**src/rtl/stereo_pkg.sv**
```systemverilog
// stereo_pkg: shared widths, FSM states and disparity type for the stereo search path.
package stereo_pkg;
    localparam int X_W    = 9;
    localparam int Y_W    = 10;
    localparam int SSD_W  = 23;
    localparam int DISP_N = 16;
    typedef enum logic [2:0] {
        S_IDLE,
        S_CLEAR,
        S_ISSUE,
        S_WAIT,
        S_NEXT,
        S_DONE
    } state_t;
    typedef logic [$clog2(DISP_N)-1:0] disparity_t;
endpackage

```
**src/rtl/disparity_search_ctrl_if.sv**
```systemverilog
// disparity_search_ctrl_if: job/result bus between the search controller and one SSD engine.
interface disparity_search_ctrl_if
    import stereo_pkg::*;
#(
    parameter int SSD_W = stereo_pkg::SSD_W
);
    logic             ssd_rst_out;
    logic             ssd_valid_out;
    logic [X_W-1:0]   ssd_left_x_out;
    logic [X_W-1:0]   ssd_right_x_out;
    logic [Y_W-1:0]   ssd_y_out;
    logic [X_W-1:0]   ssd_block_idx_out;
    logic             ssd_valid_in;
    logic [SSD_W-1:0] ssd_in;
    modport master (
        output ssd_rst_out, ssd_valid_out, ssd_left_x_out, ssd_right_x_out, ssd_y_out, ssd_block_idx_out,
        input  ssd_valid_in, ssd_in
    );
    modport slave (
        input  ssd_rst_out, ssd_valid_out, ssd_left_x_out, ssd_right_x_out, ssd_y_out, ssd_block_idx_out,
        output ssd_valid_in, ssd_in
    );
endinterface

```
**src/rtl/disparity_search_ctrl_min_tracker.sv**
```systemverilog
// min_tracker: compare-and-hold of the smallest value seen and its index; strict-less update
// so a tie keeps the earlier index. Outputs show the value that will be held after this cycle.
module min_tracker #(
    parameter int VAL_W = 23,
    parameter int IDX_W = 4
) (
    input  logic             clk_in,
    input  logic             rst_in,
    input  logic             i_init,
    input  logic             i_en,
    input  logic [VAL_W-1:0] i_val,
    input  logic [IDX_W-1:0] i_idx,
    output logic [IDX_W-1:0] o_best,
    output logic [VAL_W-1:0] o_min
);
    logic [IDX_W-1:0] r_best;
    logic [VAL_W-1:0] r_min;
    logic             w_take;

    assign w_take = i_en && (i_val < r_min);
    assign o_best = w_take ? i_idx : r_best;
    assign o_min  = w_take ? i_val : r_min;

    always_ff @(posedge clk_in or posedge rst_in) begin
        if (rst_in) begin
            r_best <= '0;
            r_min  <= '0;
        end else if (i_init) begin
            r_best <= '0;
            r_min  <= '1;
        end else begin
            r_best <= o_best;
            r_min  <= o_min;
        end
    end
endmodule

```
**src/rtl/disparity_search_ctrl.sv**
```systemverilog
// disparity_search_ctrl: sweeps candidate disparities for one left block through a single
// SSD engine (one job in flight) and reports the disparity with the minimum SSD.
module disparity_search_ctrl
    import stereo_pkg::*;
#(
    parameter int MAX_DISP  = stereo_pkg::DISP_N,
    parameter int IMG_WIDTH = 240,
    parameter int BLOCK     = 6,
    parameter int SSD_W     = stereo_pkg::SSD_W,
    parameter int TIMEOUT   = 1024
) (
    input  logic                        clk_in,
    input  logic                        rst_in,
    input  logic                        start_in,
    input  logic [X_W-1:0]              left_x_in,
    input  logic [Y_W-1:0]              y_in,
    input  logic [X_W-1:0]              block_idx_in,
    disparity_search_ctrl_if.master     bus,
    output logic                        busy_out,
    output logic                        valid_out,
    output logic [$clog2(MAX_DISP)-1:0] disparity_out,
    output logic [SSD_W-1:0]            min_ssd_out,
    output logic                        error_out
);
    localparam int DW = $clog2(MAX_DISP);
    localparam int CW = $clog2(TIMEOUT + 1);
    localparam logic [CW-1:0] TO_LAST = CW'(TIMEOUT - 1);

    state_t           r_state, w_next;
    logic [X_W-1:0]   r_left_x, r_right_x, r_blk;
    logic [Y_W-1:0]   r_y;
    logic [DW-1:0]    r_d;
    logic [CW-1:0]    r_cnt;
    logic [SSD_W-1:0] r_ssd, r_min_out;
    logic [DW-1:0]    r_disp;
    logic             r_err;
    logic             w_accept, w_to, w_last;
    logic [DW:0]      w_d_inc;
    logic [DW-1:0]    w_best;
    logic [SSD_W-1:0] w_min;

    assign w_accept = (r_state == S_IDLE) && start_in;
    assign w_to     = r_cnt == TO_LAST;
    assign w_d_inc  = {1'b0, r_d} + 1'b1;
    // Edge bound evaluated at 10 bits so left_x + d + BLOCK cannot wrap.
    assign w_last   = (w_d_inc == (DW+1)'(MAX_DISP)) ||
                      ((10'(r_left_x) + 10'(w_d_inc) + 10'(BLOCK)) > 10'(IMG_WIDTH));

    min_tracker #(.VAL_W(SSD_W), .IDX_W(DW)) u_min (
        .clk_in (clk_in),
        .rst_in (rst_in),
        .i_init (w_accept),
        .i_en   (r_state == S_NEXT),
        .i_val  (r_ssd),
        .i_idx  (r_d),
        .o_best (w_best),
        .o_min  (w_min)
    );

    always_ff @(posedge clk_in or posedge rst_in) begin
        if (rst_in) r_state <= S_IDLE;
        else        r_state <= w_next;
    end

    always_comb begin
        w_next = r_state;
        case (r_state)
            S_IDLE:  w_next = start_in ? S_CLEAR : S_IDLE;
            S_CLEAR: w_next = S_ISSUE;
            S_ISSUE: w_next = S_WAIT;
            S_WAIT:  w_next = bus.ssd_valid_in ? S_NEXT : (w_to ? S_DONE : S_WAIT);
            S_NEXT:  w_next = w_last ? S_DONE : S_CLEAR;
            S_DONE:  w_next = S_IDLE;
            default: w_next = S_IDLE;
        endcase
    end

    always_ff @(posedge clk_in or posedge rst_in) begin
        if (rst_in) begin
            r_left_x  <= '0;
            r_right_x <= '0;
            r_blk     <= '0;
            r_y       <= '0;
            r_d       <= '0;
            r_cnt     <= '0;
            r_ssd     <= '0;
            r_err     <= 1'b0;
            r_disp    <= '0;
            r_min_out <= '0;
        end else begin
            if (w_accept) begin
                r_left_x  <= left_x_in;
                r_right_x <= left_x_in;
                r_y       <= y_in;
                r_blk     <= block_idx_in;
                r_d       <= '0;
                r_err     <= 1'b0;
            end
            if (r_state == S_ISSUE) r_cnt <= '0;
            else if (r_state == S_WAIT) r_cnt <= r_cnt + 1'b1;
            if (r_state == S_WAIT && bus.ssd_valid_in) r_ssd <= bus.ssd_in;
            if (r_state == S_WAIT && !bus.ssd_valid_in && w_to) r_err <= 1'b1;
            if (r_state == S_NEXT) begin
                r_d       <= w_d_inc[DW-1:0];
                r_right_x <= r_left_x + X_W'(w_d_inc);
            end
            // Results land on entry to DONE so they are visible with valid_out.
            if (w_next == S_DONE) begin
                r_disp    <= w_best;
                r_min_out <= w_min;
            end
        end
    end

    assign bus.ssd_rst_out       = r_state == S_CLEAR;
    assign bus.ssd_valid_out     = r_state == S_ISSUE;
    assign bus.ssd_left_x_out    = r_left_x;
    assign bus.ssd_right_x_out   = r_right_x;
    assign bus.ssd_y_out         = r_y;
    assign bus.ssd_block_idx_out = r_blk;
    assign busy_out      = r_state != S_IDLE;
    assign valid_out     = r_state == S_DONE;
    assign disparity_out = r_disp;
    assign min_ssd_out   = r_min_out;
    assign error_out     = r_err;
endmodule

```
**src/flat_wrapper.sv**
```systemverilog
// flat-port wrapper written by rule: the top's interface ports become plain ports
module disparity_search_ctrl_flat import stereo_pkg::*;
#(
    parameter int MAX_DISP  = stereo_pkg::DISP_N,
    parameter int IMG_WIDTH = 240,
    parameter int BLOCK     = 6,
    parameter int SSD_W     = stereo_pkg::SSD_W,
    parameter int TIMEOUT   = 1024
)
  (clk_in, rst_in, start_in, left_x_in, y_in, block_idx_in, busy_out, valid_out, disparity_out, min_ssd_out, error_out, bus_ssd_rst_out, bus_ssd_valid_out, bus_ssd_left_x_out, bus_ssd_right_x_out, bus_ssd_y_out, bus_ssd_block_idx_out, bus_ssd_valid_in, bus_ssd_in);
  disparity_search_ctrl_if #(.SSD_W(SSD_W)) bus_i ();
  input  logic clk_in;
  input  logic rst_in;
  input  logic start_in;
  input  logic [X_W-1:0] left_x_in;
  input  logic [Y_W-1:0] y_in;
  input  logic [X_W-1:0] block_idx_in;
  output logic busy_out;
  output logic valid_out;
  output logic [$clog2(MAX_DISP)-1:0] disparity_out;
  output logic [SSD_W-1:0] min_ssd_out;
  output logic error_out;
  output wire logic [$bits(bus_i.ssd_rst_out)-1:0] bus_ssd_rst_out;
  output wire logic [$bits(bus_i.ssd_valid_out)-1:0] bus_ssd_valid_out;
  output wire logic [$bits(bus_i.ssd_left_x_out)-1:0] bus_ssd_left_x_out;
  output wire logic [$bits(bus_i.ssd_right_x_out)-1:0] bus_ssd_right_x_out;
  output wire logic [$bits(bus_i.ssd_y_out)-1:0] bus_ssd_y_out;
  output wire logic [$bits(bus_i.ssd_block_idx_out)-1:0] bus_ssd_block_idx_out;
  input wire logic [$bits(bus_i.ssd_valid_in)-1:0] bus_ssd_valid_in;
  input wire logic [$bits(bus_i.ssd_in)-1:0] bus_ssd_in;
  assign bus_ssd_rst_out = bus_i.ssd_rst_out;
  assign bus_ssd_valid_out = bus_i.ssd_valid_out;
  assign bus_ssd_left_x_out = bus_i.ssd_left_x_out;
  assign bus_ssd_right_x_out = bus_i.ssd_right_x_out;
  assign bus_ssd_y_out = bus_i.ssd_y_out;
  assign bus_ssd_block_idx_out = bus_i.ssd_block_idx_out;
  assign bus_i.ssd_valid_in = bus_ssd_valid_in;
  assign bus_i.ssd_in = bus_ssd_in;
  disparity_search_ctrl #(.MAX_DISP(MAX_DISP), .IMG_WIDTH(IMG_WIDTH), .BLOCK(BLOCK), .SSD_W(SSD_W), .TIMEOUT(TIMEOUT)) u_core (.clk_in(clk_in), .rst_in(rst_in), .start_in(start_in), .left_x_in(left_x_in), .y_in(y_in), .block_idx_in(block_idx_in), .bus(bus_i), .busy_out(busy_out), .valid_out(valid_out), .disparity_out(disparity_out), .min_ssd_out(min_ssd_out), .error_out(error_out));
endmodule
```
**config.mk**
```make
export PLATFORM = sky130hd
export DESIGN_NAME = disparity_search_ctrl_flat
export DESIGN_NICKNAME = d
export VERILOG_FILES = /design/src/rtl/stereo_pkg.sv /design/src/rtl/disparity_search_ctrl_if.sv /design/src/rtl/disparity_search_ctrl_min_tracker.sv /design/src/rtl/disparity_search_ctrl.sv /design/src/flat_wrapper.sv
export SDC_FILE = /design/constraint.sdc
export NUM_CORES = 1
export LEC_CHECK = 0
export ABC_AREA = 1
export CAP_MARGIN = 20
export CORE_ASPECT_RATIO = 1.1
export CORE_MARGIN = 8
export CORE_UTILIZATION = 57
export DETAILED_ROUTE_END_ITERATION = 8
export PLACE_DENSITY = 0.86
export SYNTH_ARGS = -nofsm -noshare
export SYNTH_HDL_FRONTEND = slang
export SYNTH_SLANG_ARGS = --single-unit
export TNS_END_PERCENT = 100
```
**constraint.sdc**
```tcl
create_clock -name clk_in -period 7.9 [get_ports clk_in]
set_input_delay 1.58 -clock clk_in [delete_from_list [all_inputs] [get_ports clk_in]]
set_output_delay 1.58 -clock clk_in [all_outputs]
set_load 0.01 [all_outputs]
```
==> impl_metrics.yaml, run 1 <==
setup_path:
  required_time_worst_endpoint_ns: 8.25
  critPathArrivalTime_ns: 5.70
  crit_type: "in -> reg"
  crit_path_start_kind: "input pin"
  worstPathMaxFanout: 53
  worst_setup_path_end_kind: "flop"
power:
  leakage_power_of_the_design_nw: 4.30
  worst_ir_drop_vdd_uv: 272
  design_power_total_mw: 3.48
  pwr_dens_mw_per_mm2: 408
floorplan:
  die-width_um: 119
  height_of_the_chip_um: 129
  std_cell_rows: 41
  die-area_mm2: 0.0154
  floorplan.initialDensity_pct: 58.0
  coreArea_mm2: 0.0114
  top_level_ports: 124
hold_path:
  hold_path_class: "reg -> reg"
sta:
  hold_violations: 0
  timing.clock.skew_ns: 0.00685
  slew_viol_final: 0
  min_cycle_time_layout_ns: 5.35
  fin_crit_sh_pct: 67.7
  achievable-frequency_mhz: 187
  worst_slack_ns: 2.55
  totalNegativeSetupSlack_ns: 0
  slew_headroom_pct: 29.7
  worst_slew_pin_slew_ns: 1.05
  setup_violations: 0
  rsz0062_at_grt: "false"
cts:
  clock_tree.htree_level_count: 4
  cts_root_buf: "clkbuf_16"
  tritoncts: "yes"
  clk_latency_ns: 0.42
  cts_hold_buffers: 0
  path_clk_slew_ns: 0.05
  cts_max_path_buffers: 2
  post_cts_buffers: 0
  cts-resized-gates: 0
  cts-buffers-inserted: 17
  cts.sinks: 133
grt:
  grt_pass1_vias: 5730
  first_pass_grt_wire_length_um: 27600
  antenna_found_initial: 0
  grt_remaining_overflow: 0
  grt.total_usage_pct: 22.4
  grt_start_max_net_pins: 88
yosys:
  synth_edf_count: 0
  synth_area_mm2: 0.00664
  postSynthAreaPerCell_um2: 8.65
  synth.ff_latch_count: 133
  proportion_of_register_bits_with_asynchronous_set_or_reset_after_synthesis_pct: 100
  ys_warn_count: 0
  syn_nets: 860
  number_of_distinct_library_cells_after_synthesis: 40
  postSynthCellCount: 767
  synth.yosys.seq_area_share_pct: 50.2
  commonest_register_cell_after_synthesis: "dfrtp_1"
routing:
  detail_route.vias_per_cell: 5.41
  post-route-drc-count: 0
  ant_nets: 0
  wl_um: 16500
  firstDrtPassIters: 5
  route.vias.total: 5667
  post_drt_wl_per_cell_um: 15.7
  dr.first_iter.drc_count: 331
placement:
  port_buffers: 123
  placement.setup.worst_slack_ns: 2.25
  detailedPlacementHpwl_um: 10900
  gp_routability_congestion: 0.831
finish:
  final_net_count: 980
  n_antenna_cell: 0
  final_layout_size_suffix_gt1_share_pct: 7.68
  finalCoreUtilization_pct: 74.5
  flow.area_growth_from_synthesis_pct: 28.5
flow_run:
  timing.max_cap.violations: 0
outcome:
  run_status: "completed"
[sequential cells by signal (all words and copies together) (netlist names)]
| name | count |
|---|---|
| u_core.r_d | 4 |
| u_core.u_min.r_best | 4 |
| u_core.bus.ssd_y_out | 10 |
| u_core.r_cnt | 11 |
| u_core.bus.ssd_block_idx_out | 9 |
| u_core.r_ssd | 23 |
| u_core.r_state | 3 |
| u_core.error_out | 1 |
| u_core.u_min.r_min | 23 |
| u_core.bus.ssd_left_x_out | 9 |
| u_core.bus.ssd_right_x_out | 9 |
| u_core.min_ssd_out | 23 |
| u_core.disparity_out | 4 |
[cell usage after synthesis (8+ instances only)]
| library cell | instances | area share [%] |
|---|---|---|
| nor2_1 | 19 | 1.1 |
| ha_1 | 36 | 6.8 |
| nor3_1 | 8 | 0.60 |
| a21oi_1 | 26 | 2.0 |
| o21ai_0 | 25 | 1.9 |
| inv_1 | 72 | 4.1 |
| dfrtp_1 | 133 | 50 |
| nand3_1 | 97 | 7.3 |
| mux2_2 | 22 | 3.7 |
| nand2_1 | 256 | 14 |
| clkbuf_1 | 11 | 0.62 |
| buf_4 | 9 | 1.0 |
[area by class of cell]
type,instances,area [µm²]
Fill cell,833,2910
Clock buffer,25,475
Tap cell,150,188
Timing Repair Buffer,128,1300
Multi-Input combinational cell,530,2870
Sequential cell,133,3330
Inverter,77,293
Clock inverter,5,75.1
[final timing paths]
check / from / end / slack, ns / cells past startpoint
setup / recovery: start_in / u_core.min_ssd_out[21] / 2.55 / 9
hold / removal: u_core.min_ssd_out[9] / u_core.min_ssd_out[9] / 0.47 / 2
setup reg to reg: u_core.r_state[2] / u_core.min_ssd_out[21] / 3.51 / 9
hold reg to reg: u_core.min_ssd_out[9] / u_core.min_ssd_out[9] / 0.47 / 2
max in group asynchronous: rst_in / u_core.r_state[0] / 5.13 / 4
min in group asynchronous: rst_in / u_core.r_cnt[10] / 1.54 / 2
[worst max-delay path, stage by stage]
cell             delay (ns)
clkdlybuf4s50_1        0.43
nand3_2                0.09
buf_4                  0.48
inv_2                  0.40
nor2_1                 0.79
nand2_1                0.85
nand2_2                0.77
nand2_1                0.16
nand2_1                0.10
[cells in the final DEF, fill, tap and decap left out, types with 8 or more instances in the layout]
cell | netlist | layout
mux2_2 | 22 | 22
nor3_1 | 8 | 8
clkbuf_16 | 0 | 17
o21ai_0 | 25 | 25
clkdlybuf4s50_1 | 0 | 123
inv_1 | 72 | 71
nor2_1 | 19 | 19
nand3_1 | 97 | 97
ha_1 | 36 | 36
a21oi_1 | 26 | 26
nand2_1 | 256 | 256
dfrtp_1 | 133 | 133
[per-stage QoR]
step	hold WS [ns]	area [µm²]	instances
floorplan	0.466	6640	767
global route	0.499	8530	1048
CTS	0.475	8480	1046
global placement	0.455	7930	1016
detailed placement	0.461	7930	1016
finish	0.470	8530	1048
[logic make-up (layout without fill, tap and decap cells)]
logic type / Yosys count / count (layout) / share of synthesized area (%)
simple gates: 396 / 396 / 25.5
flops: 133 / 133 / 50.2
fa+ha+maj: 38 / 38 / 7.39
mux: 22 / 22 / 3.73
compound gates: 68 / 68 / 5.73
buf+inv: 104 / 235 / 6.69
xor+xnor: 6 / 6 / 0.792
[routing by layer]
layer | vias to the layer above | global-route usage [%] | routed length (µm)
li1 | 2739 | - | -
met1 | 2701 | 25.8 | 6680
met3 | 36 | 8.48 | 1360
met5 | - | 0 | 0
met2 | 191 | 37.2 | 8060
met4 | 0 | 9.46 | 376
[report_power, final]
group	switching (mW)	internal (mW)
clock network	0.275	0.475
registers	0.230	0.970
logic	0.835	0.691
Note: power is estimated with default switching activity, not from simulation.
==> inputs of run 2 (changes only) <==
--- a/config.mk
+++ b/config.mk
@@ -9,9 +9,9 @@
 export CAP_MARGIN = 20
 export CORE_ASPECT_RATIO = 1.1
 export CORE_MARGIN = 8
-export CORE_UTILIZATION = 57
+export CORE_UTILIZATION = 53
 export DETAILED_ROUTE_END_ITERATION = 8
-export PLACE_DENSITY = 0.86
+export PLACE_DENSITY = 0.81
 export SYNTH_ARGS = -nofsm -noshare
 export SYNTH_HDL_FRONTEND = slang
 export SYNTH_SLANG_ARGS = --single-unit
==> constraint.sdc (replaced) <==
create_clock -name clk_in -period 5.37 [get_ports clk_in]
set_input_delay 1.074 -clock clk_in [delete_from_list [all_inputs] [get_ports clk_in]]
set_output_delay 1.074 -clock clk_in [all_outputs]
set_load 0.01 [all_outputs]
==> run 2 against run 1 <==
  * Via count fell by 2.0%
  * Critical path depth rose by 10
  * Count of clock-buffer cells in the layout fell by 1
  * Die area rose by 6.6%
  * Register-to-register slack got worse by 1.8 ns
  * Core utilization fell by 5.7 points
  * Hold slack improved by 0.0061 ns
  * Sequential cell count did not move
  * Non-clock buffer count rose by 2
  * Routed wire length fell by 1.1%
  * Largest power group unchanged
  * Highest routed layer unchanged
==> impl_metrics.yaml, run 2 (synthesized netlist as in run 1, its figures left out) <==
setup_path:
  worstPathCellList: "ha_1, inv_1, ha_1, inv_1, ha_1, fa_1, inv_1, nand3_1, nand3_1, nand2_1, nor2_1, nand2_1, nand4_1, nand2_1, nand2_1, buf_4, nand2_2, nand2_1, nand2_1"
  rrSetupSlack_ns: 1.75
  r2r_cells: 19
  critPathArrivalTime_ns: 3.92
  worst_setup_path_end_kind: "flop"
  crit_type: "reg -> reg"
  worst_path_dominant_cell_family: "adder cells"
  required_time_worst_endpoint_ns: 5.68
  critical_path.reg2reg.startpoint: "u_core.r_d[0]"
  cp-endpoint: "u_core.min_ssd_out[2]"
  startpoint: "u_core.r_d[0]"
  crit-reg2reg-capture: "u_core.min_ssd_out[2]"
  worstPathMaxFanout: 29
  crit_path_start_kind: "flop"
  path_depth: 19
  path_buf_inv: 4
  critPathMostFrequentCell: "nand2_1"
  critical-path-slowest-cell: "dfrtp_1"
  cp_slowest_stage_delay_ns: 0.44
placement:
  detailedPlacementHpwl_um: 11100
  port_buffers: 123
  gp_routability_congestion: 0.835
cts:
  cts.sinks: 133
  post_cts_buffers: 0
  cts_root_buf: "clkbuf_16"
  cts-resized-gates: 0
  cts_max_path_buffers: 2
  path_clk_slew_ns: 0.05
  tritoncts: "yes"
  clk_latency_ns: 0.42
  cts-buffers-inserted: 17
  clock_tree.htree_level_count: 4
  cts_hold_buffers: 0
sta:
  slew_headroom_pct: 32.5
  worst_slew_pin_slew_ns: 1.01
  min_cycle_time_layout_ns: 3.62
  worst_hold_slack_ns: 0.476
  timing.clock.skew_ns: 0.00907
  slew_viol_final: 0
  hold_violations: 0
  setup_violations: 0
  achievable-frequency_mhz: 277
  rsz0062_at_grt: "false"
  fin_crit_sh_pct: 67.3
  totalNegativeSetupSlack_ns: 0
routing:
  detail_route.vias_per_cell: 5.26
  wl_um: 16300
  route.vias.total: 5551
  post_drt_wl_per_cell_um: 15.4
  post-route-drc-count: 0
  ant_nets: 0
  firstDrtPassIters: 6
  dr.first_iter.drc_count: 330
power:
  pwr_dens_mw_per_mm2: 600
  worst_ir_drop_vdd_uv: 333
  leakage_power_of_the_design_nw: 4.31
finish:
  flow.area_growth_from_synthesis_pct: 28.8
  final_net_count: 982
  final_layout_size_suffix_gt1_share_pct: 8.01
  fillerInstances: 946
  layout.cells.most_common_list: "256 x nand2_1, 133 x dfrtp_1, 123 x clkdlybuf4s50_1, 97 x nand3_1, 71 x inv_1"
  most_common_library_cell_in_the_layout_ignoring_fill_and_taps: "nand2_1"
  n_antenna_cell: 0
floorplan:
  die-width_um: 123
  std_cell_rows: 43
  height_of_the_chip_um: 133
  top_level_ports: 124
  die-area_mm2: 0.0164
  floorplan.initialDensity_pct: 53.4
  coreArea_mm2: 0.0124
grt:
  grt_pass1_vias: 5748
  grt_start_max_net_pins: 73
  antenna_found_initial: 0
  first_pass_grt_wire_length_um: 27000
  grt.total_usage_pct: 20.7
  grt_remaining_overflow: 0
flow_run:
  timing.max_cap.violations: 0
outcome:
  run_status: "completed"
hold_path:
  hold_path_class: "reg -> reg"
[run 2: area by class of cell]
| cell class | instances | area, µm² | area share (%) |
|---|---|---|---|
| timing repair buffer | 130 | 1300 | 15.3 |
| tap | 157 | 196 | 2.30 |
| clock buffer | 24 | 482 | 5.64 |
| clock inverter | 5 | 75.1 | 0.878 |
| inverter | 77 | 293 | 3.43 |
| multi-input combinational | 530 | 2870 | 33.6 |
| sequential | 133 | 3330 | 38.9 |
[run 2: metal layers]
layer	GRT usage, %	share of wire [%]	vias to the layer above
li1	-	-	2732
met1	24.0	41	2633
met2	34.3	50	160
met3	7.02	7.6	26
met4	8.07	1.8	0
met5	0	0	-
[run 2: stage by stage]
step                power [mW]  cell area, µm²  instances  utilization (%)  setup slack [ns]
floorplan                 3.08            6640        767                -             0.742
finish                    5.13            8550       1056             68.8              1.75
detailed placement        3.99            7960       1026             64.1              1.82
CTS                       5.13            8520       1055             68.6              1.77
global placement          3.92            7960       1026             64.1              1.92
global route              5.51            8550       1056             68.8              1.50
[run 2: where the power goes]
| part | switching [mW] | leakage [nW] | internal, mW |
|---|---|---|---|
| registers | 0.342 | 1.60 | 1.43 |
| clock network | 0.399 | 0.276 | 0.709 |
| logic | 1.22 | 2.44 | 1.03 |
[run 2: how the worst min path moves through the flow]
stage,start,to,slack [ns],depth (start not counted)
floorplan,u_core.r_cnt[3],u_core.r_cnt[3],0.47,1
global placement,u_core.min_ssd_out[11],u_core.min_ssd_out[11],0.46,2
finish,u_core.min_ssd_out[13],u_core.min_ssd_out[13],0.48,2
CTS,u_core.min_ssd_out[17],u_core.min_ssd_out[17],0.48,2
global route,u_core.min_ssd_out[8],u_core.min_ssd_out[8],0.50,2
detailed placement,u_core.min_ssd_out[17],u_core.min_ssd_out[17],0.46,2
[run 2: worst min-delay path, cell delays in order, from the launching register on]
cell and delay, ns:
dfrtp_1 0.34, nand2_1 0.05, nand2_1 0.05
==> inputs of run 3 (changes only) <==
==> constraint.sdc (replaced) <==
create_clock -name clk_in -period 3.5 [get_ports clk_in]
set_input_delay 0.7 -clock clk_in [delete_from_list [all_inputs] [get_ports clk_in]]
set_output_delay 0.7 -clock clk_in [all_outputs]
set_load 0.01 [all_outputs]
==> run 3 against run 2 <==
  * Cell area is 0.80% higher
  * Total power is 55% higher
  * Hold slack worse by 0.0016 ns
  * Via count is 2.7% higher
  * Count of clock-buffer cells in the layout is 4 lower
  * Routed wire length is 2.2% higher
  * Clock power is 59% higher
  * Register-to-register slack worse by 1.4 ns
  * Maximum frequency is 15% higher
  * Global-route usage is 0.61 points higher
  * Combinational power is 55% higher
  * Critical path type unchanged
  * Critical endpoint is now u_core.disparity_out[3]
  * Largest power group unchanged
==> impl_metrics.yaml, run 3 (synthesized netlist as in run 1, its figures left out) <==
floorplan:
  top_level_ports: 124
  height_of_the_chip_um: 133
  coreArea_mm2: 0.0124
  die-area_mm2: 0.0164
  std_cell_rows: 43
  floorplan.initialDensity_pct: 53.4
  die-width_um: 123
cts:
  cts_root_buf: "clkbuf_16"
  cts-buffers-inserted: 17
  path_clk_slew_ns: 0.06
  clock_tree.htree_level_count: 4
  cts_hold_buffers: 0
  cts_max_path_buffers: 2
  clk_latency_ns: 0.42
  cts.sinks: 133
  tritoncts: "yes"
finish:
  fillerInstances: 935
  n_antenna_cell: 0
  final_layout_size_suffix_gt1_share_pct: 9.05
  layout.cells.most_common_list: "256 x nand2_1, 133 x dfrtp_1, 123 x clkdlybuf4s50_1, 97 x nand3_1, 71 x inv_1"
  finalCoreUtilization_pct: 69.3
  flow.area_growth_from_synthesis_pct: 29.8
  final_net_count: 986
  most_common_library_cell_in_the_layout_ignoring_fill_and_taps: "nand2_1"
  final_cell_area_mm2: 0.00862
power:
  pwr_dens_mw_per_mm2: 924
  leakage_power_of_the_design_nw: 4.34
  design_power_total_mw: 7.96
  worst_ir_drop_vdd_uv: 581
grt:
  grt_remaining_overflow: 0
  antenna_found_initial: 0
  grt.total_usage_pct: 21.3
  grt_start_max_net_pins: 63
  first_pass_grt_wire_length_um: 27700
  grt_pass1_vias: 5792
sta:
  hold_violations: 0
  achievable-frequency_mhz: 317
  totalNegativeSetupSlack_ns: 0
  slew_viol_final: 0
  worst_slew_pin_slew_ns: 0.751
  setup_violations: 0
  fin_crit_sh_pct: 90.2
  slew_headroom_pct: 49.9
  timing.clock.skew_ns: 0.00634
  rsz0062_at_grt: "false"
  min_cycle_time_layout_ns: 3.16
routing:
  detail_route.vias_per_cell: 5.36
  post_drt_wl_per_cell_um: 15.7
  post-route-drc-count: 0
  ant_nets: 0
  dr.first_iter.drc_count: 459
  route.vias.total: 5700
  firstDrtPassIters: 5
  wl_um: 16700
placement:
  port_buffers: 123
  gp_routability_congestion: 0.886
  placed_cell_area_mm2: 0.00803
  detailedPlacementHpwl_um: 11400
hold_path:
  hold_path_class: "reg -> reg"
setup_path:
  required_time_worst_endpoint_ns: 3.86
  cp-endpoint: "u_core.disparity_out[3]"
  critical_path.reg2reg.startpoint: "u_core.r_d[0]"
  critical-path-slowest-cell: "dfrtp_1"
  path_depth: 18
  worst_setup_path_end_kind: "flop"
  r2r_cells: 18
  critPathArrivalTime_ns: 3.52
  startpoint: "u_core.r_d[0]"
  crit_type: "reg -> reg"
  crit-reg2reg-capture: "u_core.disparity_out[3]"
  worstPathCellList: "ha_1, inv_1, ha_1, inv_1, ha_1, fa_1, inv_1, nand3_1, nand3_1, nand2_1, nor2_1, nand2_1, nand4_1, nand2_1, nand2_1, buf_4, nand3_1, nand2_1"
  crit_path_start_kind: "flop"
  rrSetupSlack_ns: 0.34
  critPathMostFrequentCell: "nand2_1"
  cp_slowest_stage_delay_ns: 0.43
  worstPathMaxFanout: 28
  path_buf_inv: 4
  worst_path_dominant_cell_family: "adder cells"
outcome:
  run_status: "completed"
flow_run:
  timing.max_cap.violations: 0
==> run 3: cell types whose count changed in the layout (fill, tap and decap cells not counted), sizes merged <==
cell / previous run / this run
clkinvlp: 0 / 5
buf: 7 / 11
clkbuf: 24 / 20
clkinv: 4 / 5
inv: 76 / 77
==> run 3: metal layers <==
layer / wire [µm] / track usage (%)
met1: 6790 / 25.1
met2: 8250 / 34.7
met5: 0 / 0
met3: 1200 / 6.98
met4: 414 / 9.02
==> run 3: what timing repair did <==
| item | in CTS | in global routing |
|---|---|---|
| setup buffers | 0 | 0 |
| gates resized for setup | 0 | 1 |
| setup endpoints to repair | 0 | 2 |
==> run 3: worst min-delay path, cell delays in order (launching register included) <==
cell and delay [ns]:
dfrtp_1 0.34, nand2_1 0.05, nand2_1 0.05
==> run 3: area by class of cell <==
cell class              instances  area [µm²]  area share, %
flip-flops and latches        133        3330           38.6
multi-input cells             530        2880           33.4
repair buffers                134        1340           15.5
clock buffers                  20         457           5.30
inverters                      77         294           3.41
well taps                     157         196           2.28
clock inverters                12         128           1.48
==> run 3: worst min path at each step <==
stage,startpoint,to,slack [ns],depth (start not counted)
after floorplan,u_core.r_cnt[3],u_core.r_cnt[3],0.47,1
after global placement,u_core.min_ssd_out[11],u_core.min_ssd_out[11],0.46,2
after detailed placement,u_core.min_ssd_out[13],u_core.min_ssd_out[13],0.46,2
after CTS,u_core.min_ssd_out[13],u_core.min_ssd_out[13],0.48,2
after global routing,u_core.min_ssd_out[11],u_core.min_ssd_out[11],0.49,2
final,u_core.min_ssd_out[11],u_core.min_ssd_out[11],0.47,2
==> run 3: through the flow <==
stage	setup WS, ns	hold slack (ns)	std cells
2_1_floorplan	0.682	0.466	767
3_3_place_gp	0.474	0.459	1031
3_5_place_dp	0.350	0.463	1031
4_1_cts	0.224	0.476	1063
5_1_grt	0.0864	0.494	1063
6_report	0.344	0.474	1063
==> run 3: power by group <==
group	switching, mW	internal (mW)
Clock	0.675	1.08
Sequential	0.525	2.19
Combinational	1.90	1.59
